<file path="src/rtl/lab4_ctrl_pkg.sv">
// Shared definitions for the lab4 sweep sequencer: state encoding and flag
// index constants for the five-flag combinational block.
package lab4_ctrl_pkg;

    typedef enum logic [1:0] {
        ST_IDLE   = 2'd0,
        ST_DRIVE  = 2'd1,
        ST_SAMPLE = 2'd2,
        ST_DONE   = 2'd3
    } sweep_state_e;

    localparam int NUM_FLAGS   = 5;

    // Bit positions of each flag inside flags_in / hit_cnt
    localparam int FLAG_OUT2   = 0;
    localparam int FLAG_OUT3   = 1;
    localparam int FLAG_OUT4   = 2;
    localparam int FLAG_OUT5   = 3;
    localparam int FLAG_OUTALL = 4;

endpackage

</file>
<file path="src/rtl/lab4_hit_counter.sv">
// Single saturation-free hit counter. clear wins over a counting enable.
// The width is chosen by the parent so the count can never wrap.
module lab4_hit_counter #(
    parameter int CNT_W = 6
) (
    input  logic             clk,
    input  logic             rst_n,
    input  logic             clear,
    input  logic             enable,
    input  logic             inc,
    output logic [CNT_W-1:0] count
);

    logic [CNT_W-1:0] count_q;
    logic [CNT_W-1:0] count_d;

    // Next count: clear to zero, otherwise add one when sampling a set flag
    always_comb begin
        count_d = count_q;
        if (clear) begin
            count_d = '0;
        end else if (enable && inc) begin
            count_d = count_q + 1'b1;
        end
    end

    // Count register
    always_ff @(posedge clk or negedge rst_n) begin
        if (!rst_n) begin
            count_q <= '0;
        end else begin
            count_q <= count_d;
        end
    end

    assign count = count_q;

endmodule

</file>
<file path="src/rtl/lab4_sweep_ctrl.sv">
// Exhaustive sweep sequencer for the five-flag combinational block.
// Drives every input code in turn, holds it SETTLE cycles, samples the flags
// once, and accumulates one hit counter per flag.
// Optional feature macro: LAB4_SWEEP_PAUSE_EN adds a pause input that freezes
// an in-progress sweep.
// Handshake: start and abort are single-cycle pulses sampled on the rising
// edge; abort beats start, start is only honoured in IDLE or DONE.
module lab4_sweep_ctrl
    import lab4_ctrl_pkg::*;
#(
    parameter int WIDTH  = 5,
    parameter int SETTLE = 1,
    parameter int CNT_W  = WIDTH + 1
) (
    input  logic                       clk,
    input  logic                       rst_n,
    input  logic                       start,
    input  logic                       abort,
`ifdef LAB4_SWEEP_PAUSE_EN
    input  logic                       pause,
`endif
    input  logic [NUM_FLAGS-1:0]       flags_in,
    output logic [WIDTH-1:0]           dut_i,
    output logic                       busy,
    output logic                       done,
    output logic [NUM_FLAGS*CNT_W-1:0] hit_cnt,
    output logic [1:0]                 dbg_state
);

    localparam int               SET_W    = (SETTLE > 1) ? $clog2(SETTLE) : 1;
    localparam logic [SET_W-1:0] SET_LAST = SET_W'(SETTLE - 1);
    localparam logic [WIDTH-1:0] MAX_CODE = '1;

    sweep_state_e     state_q, state_d;
    logic [SET_W-1:0] settle_q, settle_d;
    logic [WIDTH-1:0] dut_q, dut_d;
    logic             busy_q, busy_d;
    logic             done_q, done_d;
    logic             cnt_clear;
    logic             cnt_en;
    logic             frozen;

`ifdef LAB4_SWEEP_PAUSE_EN
    // Pause only has meaning while a sweep is running
    assign frozen = pause && (state_q == ST_DRIVE || state_q == ST_SAMPLE);
`else
    assign frozen = 1'b0;
`endif

    // Next-state and registered-output logic; abort overrides everything
    always_comb begin
        state_d   = state_q;
        settle_d  = settle_q;
        dut_d     = dut_q;
        busy_d    = busy_q;
        done_d    = done_q;
        cnt_clear = 1'b0;
        cnt_en    = 1'b0;
        if (abort) begin
            state_d  = ST_IDLE;
            settle_d = '0;
            dut_d    = '0;
            busy_d   = 1'b0;
            done_d   = 1'b0;
        end else if (!frozen) begin
            case (state_q)
                ST_IDLE, ST_DONE: begin
                    if (start) begin
                        state_d   = ST_DRIVE;
                        settle_d  = '0;
                        dut_d     = '0;
                        busy_d    = 1'b1;
                        done_d    = 1'b0;
                        cnt_clear = 1'b1;
                    end
                end
                ST_DRIVE: begin
                    if (settle_q == SET_LAST) begin
                        state_d  = ST_SAMPLE;
                        settle_d = '0;
                    end else begin
                        settle_d = settle_q + 1'b1;
                    end
                end
                ST_SAMPLE: begin
                    cnt_en = 1'b1;
                    if (dut_q == MAX_CODE) begin
                        state_d = ST_DONE;
                        busy_d  = 1'b0;
                        done_d  = 1'b1;
                    end else begin
                        state_d = ST_DRIVE;
                        dut_d   = dut_q + 1'b1;
                    end
                end
                default: begin
                    state_d = ST_IDLE;
                end
            endcase
        end
    end

    // State and output registers
    always_ff @(posedge clk or negedge rst_n) begin
        if (!rst_n) begin
            state_q  <= ST_IDLE;
            settle_q <= '0;
            dut_q    <= '0;
            busy_q   <= 1'b0;
            done_q   <= 1'b0;
        end else begin
            state_q  <= state_d;
            settle_q <= settle_d;
            dut_q    <= dut_d;
            busy_q   <= busy_d;
            done_q   <= done_d;
        end
    end

    // One hit counter per flag, packed flag k at [k*CNT_W +: CNT_W]
    for (genvar k = 0; k < NUM_FLAGS; k++) begin : g_cnt
        lab4_hit_counter #(.CNT_W(CNT_W)) u_cnt (
            .clk    (clk),
            .rst_n  (rst_n),
            .clear  (cnt_clear),
            .enable (cnt_en),
            .inc    (flags_in[k]),
            .count  (hit_cnt[k*CNT_W +: CNT_W])
        );
    end

    assign dut_i     = dut_q;
    assign busy      = busy_q;
    assign done      = done_q;
    assign dbg_state = state_q;

endmodule

</file>
<file path="config.mk">
export PLATFORM = sky130hd
export DESIGN_NAME = lab4_sweep_ctrl
export DESIGN_NICKNAME = d
export VERILOG_FILES = /design/src/rtl/lab4_ctrl_pkg.sv /design/src/rtl/lab4_hit_counter.sv /design/src/rtl/lab4_sweep_ctrl.sv
export SDC_FILE = /design/constraint.sdc
export NUM_CORES = 1
export LEC_CHECK = 0
export ABC_AREA = 1
export CORE_UTILIZATION = 40
export CTS_CLUSTER_SIZE = 40
export DETAILED_ROUTE_END_ITERATION = 10
export PLACE_DENSITY = 0.65
export SETUP_SLACK_MARGIN = 0.15
export SLEW_MARGIN = 20
export SYNTH_ARGS = -nofsm -noshare
export SYNTH_HDL_FRONTEND = slang
export SYNTH_HIERARCHICAL = 1
export SYNTH_SLANG_ARGS = --single-unit
</file>
<file path="constraint.sdc">
create_clock -name clk -period 3.23 [get_ports clk]
set_clock_uncertainty 0.1 [all_clocks]
set_input_delay 0.4845 -clock clk [delete_from_list [all_inputs] [get_ports clk]]
set_output_delay 0.4845 -clock clk [all_outputs]
set_load 0.03 [all_outputs]
</file>
==> summary.md <==
| Metric | Value |
|---|---|
| Final period utilization | `64.36%` |
| Core Footprint | `0.005238 mm^2` |
| Reg2reg path depth | `10` |
| Hold Fails Final Rpt | `0` |
| Syn_area_per_cell | `7.457 um^2` |
| Mux share of post-synthesis cell area | `0%` |
| Overall die width | `around 77 um` |
| Hpwl dp | `~3400 um` |
| CP Buf/Inv Count | `5` |
| Lkg Pwr | `1.493 nW` |
| CTS tree | `done` |
| Number of synthesis warnings | `6` |
| Slew headroom | `between 40% and 50%` |
| Vias in the first global route | `1,726` |
| Commonest non-fill, non-tap cell in the layout | `nand2_1` |
| Inserted Diodes | `0` |
| Clock Tree Root | `clkbuf_8` |
| Std cell rows | `26` |
| Die height | `76.54 um` |
| Setup crit start kind | `flop` |
| Pre-Repair DR Iteration Count | `4` |
| WS Path Type | `reg2reg` |
| Final WL | `4480 um` |
| CP Capture Type | `flop` |
| Flops & latches, synth | `39` |
| R2R Setup Slk | `1.15 ns` |
| Main combinational cell family by area after synthesis | `simple AND/OR/NAND/NOR gates` |
| Critical-path top delay cell | `dfrtp_1` |
| Fmax | `0.4810 GHz` |
| M2 GR Usage | `26.58%` |
| Post-synthesis simple-gate area fraction | `34.91%` |
| Post-CTS sizing | `0` |
| Compound-Gate Fraction of Synth Area | `4.279%` |
| Final GP Congestion | `just under 0.8` |
| Final worst path period need | `2.079 ns` |
| Power density cells | `429.0 mW/mm^2` |
| Post-CTS Setup Bufs | `0` |
| Total number of vias | `1,903` |
| Critical path cell sequence | `inv_1 -> ha_1 -> inv_1 -> nor3_2 -> buf_4 -> inv_1 -> nand2_1 -> nand2_1 -> nand2_1 -> inv_1` |
| Layout cells sized above 1 | `13.28%` |
| Clock latency on the worst-skew pair | `0.28 ns` |
| Synth Area in Adders | `5.631%` |
| Area of placed instances | `0.002788 mm^2` |
| Total grt overflow | `0` |
| Run status | `finished, final reports clean` |
| Worst vdd ir | `0.0002407 V` |
| GRT Total Usage | `about 17%` |
| Routing usage on met1 | `22.34%` |
| Final hold slack | `0.1958 ns` |
| Dpl ws | `0.9356 ns` |
| CP delay by family, top | `buffers and inverters` |
| Worst-Margin Slew | `0.8556 ns` |
| Drt wl/cell | `approximately 11 um` |
| GRT met3 Usage | `3.114%` |
| Most frequent CP cell | `inv_1` |
| Port-buffer cells | `47` |
| Setup tns final | `0 ns` |
| CP Depth | `10` |
| Initial core utilization | `42.43%` |
| Crit-path max FO | `10` |
| Xor and xnor area share after synthesis | `0%` |
| Min-Delay Path Class | `in2async` |
| Ports | `48` |
| DRT antenna net count | `0` |
| Gate Count Post-Synth | `between 200 and 300` |
| Final setup fails | `0` |
| Max-Cap Viols | `0` |
| Vias/cell | `4.488` |
| Global route hottest layer | `met2` |
| Number of fill cells | `497` |
| DR iter-0 viols | `96` |
| Sequential-to-total area share from yosys stat | `43.92%` |
| CTS H-Tree Depth | `2` |
| Unique cell type count in the Yosys netlist | `22` |
| Pins Over Slew Limit | `0` |
| Die area | `0.005858 mm^2` |
| CTS Buf Count | `5` |
| Reg clk slew, reported paths | `0.07 ns` |
| Crit-path max cell delay | `0.39 ns` |
| CP required | `3.32 ns` |
| Cell area after technology mapping | `0.002222 mm^2` |
| Fin nets | `roughly 370` |
| Syn-to-layout area delta | `29.11%` |
| Sink Count | `39` |
| Fin worst setup slack | `about 1.2 ns` |
| DRC viols | `0` |
| First-pass GRT wire length | `roughly 8000 um` |
| Post-route cell area | `0.002869 mm^2` |
| Most frequent cells in the layout | `nand2_1, inv_1, clkdlybuf4s50_1` |
| Antenna violations before repair | `0` |
| Worst EP arrival | `2.17 ns` |
| Clock buffer depth | `2` |
| Final core occ | `between 50% and 60%` |
| RSZ-0062 raised after global routing | `false` |
| Largest net degree at the start of global routing | `40` |
| Syn Nets | `317` |
| Hold-fix buffers at CTS | `0` |
[cells in the mapped netlist]
cell | number | share of area [%]
nand3_1 | 15 | 3.4
inv_1 | 47 | 7.9
inv_2 | 18 | 3.0
inv_4 | 1 | 0.28
o21ai_2 | 1 | 0.39
nand3_4 | 1 | 0.79
dfrtp_1 | 39 | 44
nand4_1 | 12 | 3.4
or2_2 | 1 | 0.28
nand3_2 | 1 | 0.45
nand2_2 | 6 | 1.7
nand2_1 | 90 | 15
ha_1 | 10 | 5.6
o22ai_1 | 1 | 0.28
nor2_4 | 6 | 3.0
a21oi_1 | 11 | 2.5
nor3_1 | 6 | 1.4
o21ai_0 | 1 | 0.23
nor2_1 | 24 | 4.1
nor2_2 | 1 | 0.28
nand2_4 | 2 | 1.0
o21ai_1 | 4 | 0.90
[worst paths after layout]
kind | from | to
worst max-delay path | dbg_state[0] | g_cnt[3].u_cnt/count[4]
worst min-delay path | rst_n | g_cnt[4].u_cnt/count[4]
worst max register to register | dbg_state[0] | g_cnt[3].u_cnt/count[4]
worst min register to register | busy | busy
max in group asynchronous | rst_n | dut_i[4]
min in group clk | busy | busy
[routing by layer]
layer  share of wire (%)  routed length [um]
met1                  50                2246
met4                 1.5                  68
met3                 3.6                 163
met5                   0                   0
met2                  45                2002
[cells by family after synthesis]
kind of cell | after synthesis
buffers and inverters | 66
AND/OR/NAND/NOR | 165
adder cells (fa/ha/maj) | 10
AO/OA/AOI/OAI | 18
flip-flops | 39
[stage by stage]
| step | instances | power [mW] |
|---|---|---|
| after detailed placement | 416 | 0.9317 |
| final | 424 | 1.231 |
| after CTS | 424 | 1.252 |
| after global placement | 416 | 0.9275 |
| after global routing | 424 | 1.308 |
| after floorplan | 298 | 0.7927 |
[sequential cells by signal, indices dropped and copies added, names as in the netlist]
name               flops
done                   1
dut_i                  5
g_cnt.u_cnt/count     30
dbg_state              2
busy                   1
[final cells by class]
type | count | area, um^2 | share of cell area [%]
tap | 70 | 87.58 | 3.053
multi-input combinational | 193 | 1001 | 34.89
clock buffer | 7 | 76.32 | 2.660
sequential | 39 | 975.9 | 34.02
timing repair buffer | 48 | 473.0 | 16.48
inverter | 66 | 250.2 | 8.722
clock inverter | 1 | 5.005 | 0.1744
[where the power goes]
group	internal (mW)	switching [mW]	total (mW)
clock network	0.152	0.161	0.313
registers	0.528	0.0373	0.565
logic	0.132	0.221	0.353
total	0.812	0.419	1.23
(Power assumes the default switching activity.)
